**config.mk**
```make
export PLATFORM = sky130hd
export DESIGN_NAME = lsu
export DESIGN_NICKNAME = d
export VERILOG_FILES = /design/src/rtl/lsu.sv
export SDC_FILE = /design/constraint.sdc
export NUM_CORES = 1
export LEC_CHECK = 0
export ABC_AREA = 0
export BUFFER_PORTS_ARGS = -buffer_cell sky130_fd_sc_hd__buf_2
export CAP_MARGIN = 5
export CORE_MARGIN = 4
export CORE_UTILIZATION = 34
export CTS_CLUSTER_DIAMETER = 60
export DETAILED_ROUTE_END_ITERATION = 16
export GPL_TIMING_DRIVEN = 0
export PLACE_DENSITY = 0.72
export SETUP_SLACK_MARGIN = 0.05
export SLEW_MARGIN = 10
export SYNTH_ARGS = -nofsm -noshare
export SYNTH_HDL_FRONTEND = slang
export SYNTH_SLANG_ARGS = --single-unit
```
**constraint.sdc**
```tcl
create_clock -name i_clk -period 4.2 [get_ports i_clk]
set_input_delay 1.26 -clock i_clk [delete_from_list [all_inputs] [get_ports i_clk]]
set_output_delay 1.26 -clock i_clk [all_outputs]
set_load 0.02 [all_outputs]
```
**src/rtl/lsu.sv**
```systemverilog
// lsu: load/store unit between execute and write-back. Accepts one instruction at a time,
// performs at most one word-aligned bus transaction, and presents a write-back packet.
module lsu #(
   parameter int unsigned ADDR_W = 32
) (
   input  logic              i_clk,
   input  logic              i_rst,
   input  logic              i_in_valid,
   output logic              o_in_ready,
   input  logic              i_mem_ren,
   input  logic              i_mem_wen,
   input  logic [2:0]        i_mem_op,
   input  logic [31:0]       i_alu_result,
   input  logic [31:0]       i_rs2_data,
   input  logic [4:0]        i_rd,
   input  logic              i_reg_wen,
   output logic              o_req_valid,
   input  logic              i_req_ready,
   output logic [ADDR_W-1:0] o_req_addr,
   output logic              o_req_wen,
   output logic [31:0]       o_req_wdata,
   output logic [3:0]        o_req_wmask,
   input  logic              i_rsp_valid,
   input  logic [31:0]       i_rsp_rdata,
   input  logic              i_rsp_err,
   output logic              o_out_valid,
   input  logic              i_out_ready,
   output logic [31:0]       o_out_data,
   output logic [4:0]        o_out_rd,
   output logic              o_out_reg_wen,
   output logic              o_out_err
);

   typedef enum logic [1:0] {StIdle, StReq, StWait, StDone} state_t;

   state_t            r_state;
   state_t            w_state_nxt;

   logic [2:0]        r_op;
   logic [1:0]        r_addr_lo;
   logic              r_is_store;
   logic              r_reg_wen;
   logic [4:0]        r_rd;
   logic [31:0]       r_out_data;
   logic              r_out_err;
   logic [ADDR_W-1:0] r_req_addr;
   logic              r_req_wen;
   logic [31:0]       r_req_wdata;
   logic [3:0]        r_req_wmask;

   logic              w_accept;
   logic              w_is_mem;
   logic              w_op_legal;
   logic              w_misal;
   logic              w_acc_err;
   logic [3:0]        w_st_mask;
   logic [31:0]       w_st_wdata;
   logic [31:0]       w_lane;
   logic [31:0]       w_ld_data;

   // Classify the instruction offered by execute: memory or not, legal, aligned
   always_comb begin
      w_accept = i_in_valid & (r_state == StIdle);
      w_is_mem = i_mem_ren | i_mem_wen;
      case (i_mem_op)
         3'b000, 3'b001, 3'b010: w_op_legal = 1'b1;
         // Unsigned forms only make sense for loads
         3'b100, 3'b101:         w_op_legal = ~i_mem_wen;
         default:                w_op_legal = 1'b0;
      endcase
      w_misal = ((i_mem_op[1:0] == 2'b01) & i_alu_result[0])
              | ((i_mem_op[1:0] == 2'b10) & (i_alu_result[1:0] != 2'b00));
      w_acc_err = (i_mem_ren & i_mem_wen) | ~w_op_legal | w_misal;
   end

   // Store byte enables and lane-replicated write data
   always_comb begin
      w_st_mask  = 4'b1111;
      w_st_wdata = i_rs2_data;
      case (i_mem_op[1:0])
         2'b00: begin
            w_st_mask  = 4'b0001 << i_alu_result[1:0];
            w_st_wdata = {4{i_rs2_data[7:0]}};
         end
         2'b01: begin
            w_st_mask  = 4'b0011 << i_alu_result[1:0];
            w_st_wdata = {2{i_rs2_data[15:0]}};
         end
         default: ;
      endcase
   end

   // Load lane extraction with sign/zero extension
   always_comb begin
      w_lane = i_rsp_rdata >> {r_addr_lo, 3'b000};
      case (r_op)
         3'b000:  w_ld_data = {{24{w_lane[7]}}, w_lane[7:0]};
         3'b001:  w_ld_data = {{16{w_lane[15]}}, w_lane[15:0]};
         3'b100:  w_ld_data = {24'd0, w_lane[7:0]};
         3'b101:  w_ld_data = {16'd0, w_lane[15:0]};
         default: w_ld_data = w_lane;
      endcase
   end

   // FSM state register
   always_ff @(posedge i_clk or posedge i_rst) begin
      if (i_rst) begin
         r_state <= StIdle;
      end else begin
         r_state <= w_state_nxt;
      end
   end

   // FSM next state and handshake outputs
   always_comb begin
      w_state_nxt = r_state;
      o_in_ready  = 1'b0;
      o_req_valid = 1'b0;
      o_out_valid = 1'b0;
      case (r_state)
         StIdle: begin
            o_in_ready = 1'b1;
            if (i_in_valid) begin
               w_state_nxt = (w_is_mem && !w_acc_err) ? StReq : StDone;
            end
         end
         StReq: begin
            o_req_valid = 1'b1;
            if (i_req_ready) w_state_nxt = StWait;
         end
         StWait: begin
            if (i_rsp_valid) w_state_nxt = StDone;
         end
         StDone: begin
            o_out_valid = 1'b1;
            if (i_out_ready) w_state_nxt = StIdle;
         end
         default: w_state_nxt = StIdle;
      endcase
   end

   // Capture the instruction on accept and the bus response in WAIT
   always_ff @(posedge i_clk or posedge i_rst) begin
      if (i_rst) begin
         r_op        <= 3'd0;
         r_addr_lo   <= 2'd0;
         r_is_store  <= 1'b0;
         r_reg_wen   <= 1'b0;
         r_rd        <= 5'd0;
         r_out_data  <= 32'd0;
         r_out_err   <= 1'b0;
         r_req_addr  <= '0;
         r_req_wen   <= 1'b0;
         r_req_wdata <= 32'd0;
         r_req_wmask <= 4'd0;
      end else if (w_accept) begin
         r_op       <= i_mem_op;
         r_addr_lo  <= i_alu_result[1:0];
         r_is_store <= i_mem_wen;
         r_reg_wen  <= i_reg_wen;
         r_rd       <= i_rd;
         if (!w_is_mem) begin
            r_out_data <= i_alu_result;
            r_out_err  <= 1'b0;
         end else if (w_acc_err) begin
            r_out_data <= 32'd0;
            r_out_err  <= 1'b1;
         end else begin
            r_out_data  <= 32'd0;
            r_out_err   <= 1'b0;
            r_req_addr  <= {i_alu_result[ADDR_W-1:2], 2'b00};
            r_req_wen   <= i_mem_wen;
            r_req_wdata <= i_mem_wen ? w_st_wdata : 32'd0;
            r_req_wmask <= i_mem_wen ? w_st_mask : 4'd0;
         end
      end else if (r_state == StWait && i_rsp_valid) begin
         r_out_data <= r_is_store ? 32'd0 : w_ld_data;
         r_out_err  <= i_rsp_err;
      end
   end

   // Packet and request fields come straight from registers, so they hold while stalled
   always_comb begin
      o_req_addr    = r_req_addr;
      o_req_wen     = r_req_wen;
      o_req_wdata   = r_req_wdata;
      o_req_wmask   = r_req_wmask;
      o_out_data    = r_out_data;
      o_out_rd      = r_rd;
      o_out_err     = r_out_err;
      o_out_reg_wen = r_reg_wen & ~r_is_store & ~r_out_err;
   end

endmodule

```
==> results.md, run 1 <==
- Outcome: complete, no violations
- Hold Crit Start: o_req_wmask[1]
- Share of cells above drive strength 1: 43.2%
- Pre-CTS WS: 1.09 ns
- Clock power frac: 24.9%
- Overflow after GRT: 0
- DP Wirelength: 14,800 um
- Worst rel slew slack: 37.7%
- Synth area leaders: dfrtp_1 50%, mux2_2 7.9%, mux2i_1 7.9%
- Post-CTS resize count: 0
- Max-cap violation count: 0
- Worst reg-to-reg path cell count: 8
- Final Cycle Share: 65.4%
- Count of final hold-check violations: 0
- Xor/xnor share of the synthesized area: 0.153%
- Switching part of the total: 39.9%
- Via Count: 5,149
- Most common flop cell mapped by yosys: dfrtp_1
- Layout net count: 885
- Most frequent cells in the layout: 238 x buf_2, 114 x dfrtp_1, 45 x mux2i_1
- P per Cell Area: 811 mW/mm^2
- Synthesized flop and latch total: 114
- Simple-Gate Fraction of Synth Area: 8.71%
- Die width: 138 um
- Most common library cell in the layout ignoring fill and taps: buf_2
- Async S/R FF share, synth: 100%
- Initial core utilization: 34.6%
- Tightest Hold Check Type: flop to flop
- Post-synthesis mux area share: 16.1%
- Clk sink count: 114
- Crit path required time: 2.94 ns
- Drt first pass iters: 5
- CTS tree: built
- Tot Pwr: 6.35 mW
- Internal power: 3.81 mW
- Area Growth Syn to Fin: 36.8%
- Worst Setup End Kind: output pin
- Area of the multi-input gates: 0.00260 sq mm
- Clock Pin Slew Worst Setup and Hold Paths: 0.05 ns
- Total CTS buffers: 17
- Final min period: 2.75 ns
- Final setup vio count: 0
- Final RePlAce weighted congestion: 0.899
- Initial antenna violation count: 0
- Row count: 47
- Setup Fix Bufs, Post-CTS: 0
- Final wirelength: 18,900 um
- Mapped Area: 0.00572 sq mm
- Post-synth cell types: 45
- Worst r2r src: r_state[1]
- Reg2reg setup slack: 1.89 ns
- Switching Power: 2.53 mW
- Number of synthesis warnings: 0
- Cells after Synth: 523
- Setup Skew: 0.0132 ns
- Dominant cell type by area after synthesis: dfrtp_1
- Worst-Skew Late Latency: 0.42 ns
- Vias in the first global route: 5,344
- Worst slew pin tran: 0.931 ns
- IO buf count: 221
- Startpoint class of the critical path: flop
- Synth Area in Compound Gates: 19.5%
- Max-slew violation count: 0
- Finished Cell Area: 0.00782 sq mm
- Adder-Cell Fraction of Synth Area: 0.875%
- Seq pwr share: 29.4%
- Leakage: 3.90 nW
- Unrepaired setup endpoints after global routing: false
- DRC Markers: 0
- Maximum VDD drop: 0.311 mV
- Number of flops mapped to enable cells by yosys: 0
- Top-level I/O count: 225
- Global-route wire length before repair: 29,400 um
- # H-tree levels: 4
- Clock Tree Buf Depth: 2
- GRT Total Usage: 20.4%
- Crit path DAT: 1.49 ns
- Root Buffer: clkbuf_16
- Highest clock rate: 364 MHz
- Post-synth top area share: 49.9%
- Hold Path Sink: o_req_wmask[1]
- R2r endpoint: o_out_data[30]
- # diodes: 0
- Hold_buf cts: 0
- Core area: 0.0165 sq mm
- 1st-iter DRT viols: 223
- DR vias/cell: 5.15
- Syn_area_per_cell: 10.9 sq um
- FF+latch area: 0.00285 sq mm
- Hold slack: 0.482 ns
- Largest net degree at the start of global routing: 39
- TNS Setup: 0 ns
- Setup CP Type: flop to output pin
- Die area: 0.0190 sq mm
- Combinational Power Share: 45.7%
- Antenna viol nets, final: 0
- WL per Instance: 18.9 um
- Placed inst area: 0.00718 sq mm
- Setup slack after layout: 1.45 ns
- Die Y: 138 um
- Worst hold stages: 1
- Sequential fraction of the synthesis area: 49.9%
- Max Fanout on Critical Path: 8
- Main combinational cell family by area after synthesis: compound AO/OA/AOI/OAI gates
- Fill cells: 1,539
-- cells in the mapped netlist, drive strengths merged, types with 2 or more instances --
library cell / number
or3b: 8
nor2: 36
nor2b: 9
a21o: 2
ha: 4
and2: 2
a21oi: 33
a211oi: 6
o2bb2ai: 20
nand2: 44
mux2i: 45
o21ai: 27
dfrtp: 114
a22o: 18
a32oi: 7
buf: 28
clkbuf: 16
mux2: 40
a22oi: 9
inv: 10
o22ai: 18
a211o: 8
-- worst max-delay path, stage by stage (launching register included) --
cell	delay, ns
dfrtp_1	0.39
inv_1	0.11
ha_1	0.34
buf_2	0.23
-- metal layers --
metal / global-route usage, % / share of wire, % / up-vias
met5: 0 / 0 / -
met4: 7.63 / 2.7 / 0
met3: 5.48 / 8.3 / 30
met2: 33.2 / 48 / 243
met1: 25.9 / 41 / 2467
li1: - / - / 2409
-- registers in the layout (all words and copies together) (netlist names) --
register	cells
o_out_data	32
o_req_wdata	32
o_req_addr	30
o_out_rd	5
o_req_wmask	4
r_op	3
r_addr_lo	2
r_state	2
o_out_err	1
o_req_wen	1
r_is_store	1
r_reg_wen	1
-- per-stage QoR --
stage	utilization, %	std cells
after floorplan	-	524
after global placement	43.0	965
after detailed placement	43.4	968
after CTS	47.3	1000
after global routing	47.3	1000
final	47.3	1000
-- area by class of cell --
class / instances / share of cell area [%]
Sequential cell: 114 / 36.5
Multi-Input combinational cell: 356 / 33.2
Timing Repair Buffer: 224 / 15.0
Clock buffer: 23 / 6.36
Tap cell: 220 / 3.52
Buffer: 44 / 2.96
Clock inverter: 9 / 1.92
Inverter: 10 / 0.528
-- power groups by stage --
stage	sequential [mW]	clock, mW	combinational [mW]
2_1_floorplan	2.42	0	1.39
3_3_place_gp	1.87	0	2.87
3_5_place_dp	1.87	0	2.92
4_1_cts	1.87	1.60	2.93
5_1_grt	1.93	1.66	3.17
6_report	1.87	1.58	2.90
-- logic make-up after synthesis --
group / count (synthesis)
mux: 86
other cells: 1
xor+xnor: 1
simple gates: 105
fa+ha+maj: 4
flops: 114
buf+inv: 54
compound gates: 158
-- worst max-delay path by stage --
stage	from	end	slack, ns
global route	r_state[0]	o_in_ready	1.38
global placement	i_rst	o_req_addr[12]	0.72
floorplan	i_rst	o_out_data[0]	1.55
finish	r_state[1]	o_in_ready	1.45
CTS	r_state[1]	o_in_ready	1.43
detailed placement	i_alu_result[0]	o_req_wmask[2]	1.09
Power figures use the tool's default switching activity.
==> run 2, diff against run 1 <==
==> constraint.sdc (replaced) <==
create_clock -name i_clk -period 2.3 [get_ports i_clk]
set_input_delay 0.69 -clock i_clk [delete_from_list [all_inputs] [get_ports i_clk]]
set_output_delay 0.69 -clock i_clk [all_outputs]
set_load 0.02 [all_outputs]
==> run 2 against run 1 <==
Effect of this change: via count decreased by 0.33%; die area unchanged; wire length increased by 0.26%; setup slack got worse by 1.3 ns; global-route usage about the same; register-to-register slack got worse by 1.7 ns; critical path depth increased by 5; design area increased by 0.21%; clock skew about the same; first-iteration DRC count decreased by 17%; non-clock buffer count unchanged; flip-flop and latch count unchanged; largest cell class unchanged; largest power group unchanged.
==> results.md, run 2 (same netlist as run 1, synthesis figures left out) <==
- WL per Instance: 19.0 um
- Reg2reg setup slack: 0.20 ns
- Worst Setup End Kind: flop
- Global-route wire length before repair: 29,400 um
- Largest net degree at the start of global routing: 39
- Finished Cell Area: 0.00784 sq mm
- Drt first pass iters: 5
- Placed cells: 968
- Startpoint class of the critical path: flop
- Worst reg-to-reg path cell count: 8
- # H-tree levels: 4
- Via Count: 5,132
- DR vias/cell: 5.13
- FF+latch area: 0.00285 sq mm
- Fill cells: 1,536
- Pre-CTS WS: -0.245 ns
- Setup Fix Bufs, Post-CTS: 0
- 1st-iter DRT viols: 186
- Worst-Skew Late Latency: 0.42 ns
- Highest clock rate: 477 MHz
- CTS tree: built
- Critical Path Max Stage Delay: 0.39 ns
- Vias in the first global route: 5,344
- Initial antenna violation count: 0
- Final Cycle Share: 91.2%
- Setup CP Type: flop to flop
- Hold_buf cts: 0
- Antenna viol nets, final: 0
- Placed inst area: 0.00718 sq mm
- Setup slack after layout: 0.202 ns
- Maximum VDD drop: 0.574 mV
- Area of the multi-input gates: 0.00261 sq mm
- Crit path DAT: 2.40 ns
- Die area: 0.0190 sq mm
- Root Buffer: clkbuf_16
- Worst slew pin tran: 0.920 ns
- R2r endpoint: o_out_data[8]
- Final non-filler cell total: 1,000
- Core area: 0.0165 sq mm
- Leakage: 3.91 nW
- Final setup vio count: 0
- P per Cell Area: 1480 mW/mm^2
- Share of cells above drive strength 1: 44.0%
- DP Wirelength: 14,800 um
- Max-cap violation count: 0
- Count of final hold-check violations: 0
- DRC Markers: 0
- Total CTS buffers: 17
- Worst r2r src: r_state[1]
- Crit path required time: 2.61 ns
- Top-level I/O count: 225
- Unrepaired setup endpoints after global routing: false
- Clock Pin Slew Worst Setup and Hold Paths: 0.05 ns
- Final RePlAce weighted congestion: 0.899
- Initial core utilization: 34.6%
- Max-slew violation count: 0
- # diodes: 0
- Clock Tree Buf Depth: 2
- Critical path depth in cells: 8
- Worst rel slew slack: 38.5%
- Area Growth Syn to Fin: 37.1%
- Most common library cell in the layout ignoring fill and taps: buf_2
- IO buf count: 221
- Clk sink count: 114
- CP bufs+invs: 3
- GRT Total Usage: 20.4%
- Final wirelength: 19,000 um
- Max Fanout on Critical Path: 10
- Setup Skew: 0.0131 ns
- Row count: 47
- Die width: 138 um
- Die Y: 138 um
- Outcome: complete, no violations
- Overflow after GRT: 0
- Most frequent cells in the layout: 235 x buf_2, 114 x dfrtp_1, 45 x mux2i_1
- Layout net count: 885
- Tightest Hold Check Type: input pin to async pin
- Crit path cell chain: inv_1, ha_2, and2_2, and2_1, clkbuf_1, buf_2, a22oi_1, o31ai_1
- Final min period: 2.10 ns
- Worst path top cell family by delay: buffers and inverters
- Slowest-stage cell, CP: dfrtp_1
## run 2: changes by cell type in the layout (fill, tap and decap cells not counted)
cell      change
buf_4         +1
ha_2          +1
ha_1          -1
clkbuf_1      -4
clkbuf_2      +4
and2_1        -1
clkbuf_4      +2
buf_2         -3
and2_2        +1
## run 2: how the worst max path moves through the flow
| stage | startpoint | endpoint |
|---|---|---|
| final | r_state[1] | o_out_data[8] |
| after global routing | r_state[1] | o_out_data[25] |
| after CTS | r_state[1] | o_out_data[1] |
| after detailed placement | i_alu_result[0] | o_req_wmask[2] |
| after global placement | i_rst | o_req_addr[12] |
| after floorplan | i_rst | o_out_data[0] |
## run 2: worst reg2reg max path, cell delays in order, from the launching register on
cell,delay [ns]
dfrtp_1,0.39
inv_1,0.11
ha_2,0.28
and2_2,0.25
and2_1,0.14
clkbuf_1,0.24
buf_2,0.33
a22oi_1,0.16
o31ai_1,0.10
## run 2: timing repair
action | in CTS | in global routing
resized for setup | 4 | 7
hold endpoints to repair | 0 | 0
setup endpoints to repair | 29 | 21
## run 2: where the power goes
group          total, mW  leakage (nW)  internal (mW)  switching [mW]
clock network       2.89         0.315           1.95           0.942
logic               5.32          2.16           2.10            3.22
registers           3.41          1.43           2.93           0.483
total               11.6          3.91           6.98            4.65
## run 2: final cells by class
type | count | share of cell area, %
sequential | 114 | 36.4
multi-input combinational | 356 | 33.2
timing repair buffer | 224 | 15.0
clock buffer | 23 | 6.35
tap | 220 | 3.51
buffer | 44 | 3.11
clock inverter | 9 | 1.92
inverter | 10 | 0.527
## run 2: layer usage
| layer | up-vias | share of wire [%] | track usage (%) |
|---|---|---|---|
| met2 | 231 | 47 | 33.2 |
| met3 | 30 | 8.3 | 5.48 |
| met1 | 2465 | 42 | 25.9 |
| met4 | 0 | 2.5 | 7.63 |
| met5 | - | 0 | 0 |
| li1 | 2406 | - | - |
## run 2: per-stage QoR
step	util, %	power (mW)	TNS, ns	hold slack [ns]
6_report	47.4	11.6	0	0.371
3_5_place_dp	43.4	8.75	-10.01	0.469
2_1_floorplan	-	6.97	0	0.472
3_3_place_gp	43.0	8.65	-76.61	0.468
5_1_grt	47.4	12.4	0	0.425
4_1_cts	47.4	11.7	0	0.387
==> run 3, diff against run 2 <==
--- a/config.mk
+++ b/config.mk
@@ -5,7 +5,7 @@
 export SDC_FILE = /design/constraint.sdc
 export NUM_CORES = 1
 export LEC_CHECK = 0
-export ABC_AREA = 0
+export ABC_AREA = 1
 export BUFFER_PORTS_ARGS = -buffer_cell sky130_fd_sc_hd__buf_2
 export CAP_MARGIN = 5
 export CORE_MARGIN = 4
@@ -13,7 +13,7 @@
 export CTS_CLUSTER_DIAMETER = 60
 export DETAILED_ROUTE_END_ITERATION = 16
 export GPL_TIMING_DRIVEN = 0
-export PLACE_DENSITY = 0.72
+export PLACE_DENSITY = 0.71
 export SETUP_SLACK_MARGIN = 0.05
 export SLEW_MARGIN = 10
 export SYNTH_ARGS = -nofsm -noshare
==> constraint.sdc (replaced) <==
create_clock -name i_clk -period 1.9 [get_ports i_clk]
set_input_delay 0.57 -clock i_clk [delete_from_list [all_inputs] [get_ports i_clk]]
set_output_delay 0.57 -clock i_clk [all_outputs]
set_load 0.02 [all_outputs]
==> run 3 against run 2 <==
Effect of this change: clock-buffer cell count rose by 1; sequential power rose by 23%; setup slack got worse by 0.15 ns; cell count rose by 25%; clock power rose by 7%; critical endpoint is now o_in_ready; largest cell class unchanged.
==> results.md, run 3 <==
- Critical Path Max Stage Delay: 0.42 ns
- Combinational Power Share: 49.8%
- Most common library cell in the layout ignoring fill and taps: buf_2
- Tightest Hold Check Type: input pin to async pin
- FF+latch area: 0.00285 sq mm
- Initial antenna violation count: 3
- Most frequent cells in the layout: 229 x buf_2, 211 x nand2_1, 114 x dfrtp_1
- Highest clock rate: 542 MHz
- Clock Tree Buf Depth: 2
- CP bufs+invs: 2
- Fill cells: 1,804
- Hold slack: 0.225 ns
- Core area: 0.0174 sq mm
- Leakage: 4.42 nW
- Synthesized flop and latch total: 114
- Layout net count: 1,129
- Overflow after GRT: 0
- Sequential fraction of the synthesis area: 47.0%
- Post-synth cell types: 34
- Worst path top cell family by delay: flip-flops
- Switching part of the total: 44.0%
- Unrepaired setup endpoints after global routing: true
- Crit path DAT: 1.28 ns
- Die width: 142 um
- Global-route wire length before repair: 31,700 um
- Outcome: complete, no violations
- Startpoint class of the critical path: flop
- Area Growth Syn to Fin: 35.6%
- Max Fanout on Critical Path: 5
- DRC Markers: 0
- DR vias/cell: 4.85
- Crit path cell chain: inv_2, ha_4, buf_4
- Top-level I/O count: 225
- Dominant cell type by area after synthesis: dfrtp_1
- Internal power: 8.13 mW
- Worst slew pin tran: 0.560 ns
- Number of flops mapped to enable cells by yosys: 0
- Die area: 0.0200 sq mm
- Worst Setup End Kind: output pin
- GRT Total Usage: 20.0%
- Final min period: 1.85 ns
- Max-cap violation count: 0
- Final wirelength: 20,300 um
- Post-synth top area share: 47.0%
- Clock power frac: 21.3%
- Number of synthesis warnings: 0
- Slowest-stage cell, CP: dfrtp_1
- WL per Instance: 16.3 um
- Commonest cells post-synth: 211 x nand2_1, 114 x dfrtp_1, 84 x a21oi_1
- # H-tree levels: 4
- Worst-Skew Late Latency: 0.40 ns
- 1st-iter DRT viols: 432
- Final RePlAce weighted congestion: 0.868
- Most common flop cell mapped by yosys: dfrtp_1
- Row count: 48
- TNS Setup: 0 ns
- Die Y: 142 um
- Setup CP Type: flop to output pin
- Syn_area_per_cell: 7.98 sq um
- Initial core utilization: 34.8%
- Root Buffer: clkbuf_16
- Worst rel slew slack: 62.6%
- IO buf count: 222
- Via Count: 6,071
- Most common cell in the netlist: nand2_1
- Max-slew violation count: 0
- Drt first pass iters: 6
- Area of the multi-input gates: 0.00263 sq mm
- Largest net degree at the start of global routing: 38
- Clock Pin Slew Worst Setup and Hold Paths: 0.05 ns
- Seq pwr share: 28.9%
- Count of final hold-check violations: 0
- P per Cell Area: 1760 mW/mm^2
- Switching Power: 6.38 mW
- DP Wirelength: 15,800 um
- Tot Pwr: 14.5 mW
- Setup Skew: 0.00680 ns
- Total CTS buffers: 17
- CTS tree: built
- Mapped Area: 0.00607 sq mm
- Antenna viol nets, final: 0
- Vias in the first global route: 5,856
- Async S/R FF share, synth: 100%
- Share of cells above drive strength 1: 35.4%
- Final Cycle Share: 97.2%
- Cells after Synth: 760
- Crit path required time: 1.33 ns
- Clk sink count: 114
- Synth area leaders: dfrtp_1 47%, nand2_1 13%, a21oi_1 6.9%
- Final setup vio count: 0
- Maximum VDD drop: 0.689 mV
run 3: power by group through the flow:
stage / Clock, mW / Combinational, mW / Sequential [mW]
after floorplan: 0 / 3.45 / 5.43
after global placement: 0 / 6.88 / 4.18
after detailed placement: 0 / 7.02 / 4.21
after CTS: 3.15 / 7.14 / 4.20
after global routing: 3.27 / 7.96 / 4.34
final: 3.08 / 7.23 / 4.20
run 3: layer usage:
metal | share of wire, % | wire length (um) | track usage [%]
met1 | 44 | 8920 | 27.2
met5 | 0.064 | 13 | 0
met4 | 2.6 | 532 | 7.07
met2 | 46 | 9430 | 31.3
met3 | 7.0 | 1430 | 4.79
run 3: path summary, 6_finish.rpt:
check | start | slack, ns | end | cells after the start
max reg2reg | r_state[0] | 0.15 | o_out_data[28] | 10
min | i_rst | 0.23 | o_req_wdata[20] | 2
min reg2reg | o_req_wen | 0.47 | o_req_wen | 2
min in group i_clk | i_rd[2] | 0.36 | o_out_rd[2] | 3
max | r_state[1] | 0.05 | o_in_ready | 3
max in group asynchronous | i_rst | 0.90 | o_out_data[16] | 4
run 3: stage by stage:
stage / cells / worst slack, ns / utilization [%] / instance area (sq um)
after floorplan: 761 / -0.0554 / - / 6070
after global placement: 1208 / -0.897 / 42.9 / 7470
after detailed placement: 1211 / -0.120 / 43.2 / 7530
after CTS: 1243 / 0.0569 / 46.7 / 8130
after global routing: 1249 / -0.00563 / 47.2 / 8220
final: 1251 / 0.0539 / 47.2 / 8220
run 3: area by class of cell:
type                    instances  share of cell area, %
diodes                          4                  0.122
plain buffers                  47                   4.23
clock buffers                  24                   5.86
clock inverters                 6                  0.974
inverters                      77                   3.61
multi-input cells             523                   32.0
flip-flops and latches        114                   34.7
well taps                     225                   3.42
repair buffers                231                   15.1
run 3: kinds of logic (layout without fill, tap and decap cells):
group | after synthesis | count (layout) | synth area share [%]
AOI/OAI and AO/OA | 217 | 217 | 21.2
adders and majority gates | 4 | 4 | 0.825
buffers and inverters | 124 | 385 | 10.2
DFF | 114 | 114 | 47.0
other | 1 | 6 | 0.0618
and+or+nand+nor | 300 | 300 | 20.7
run 3: what timing repair did:
| item | CTS | global route |
|---|---|---|
| endpoints found under the hold margin | 0 | 0 |
| buffers inserted | 2 | 4 |
| setup endpoints to repair | 100 | 100 |
| resized for setup | 11 | 19 |
| pin swaps | 2 | 3 |
| hold buffers | 0 | 0 |
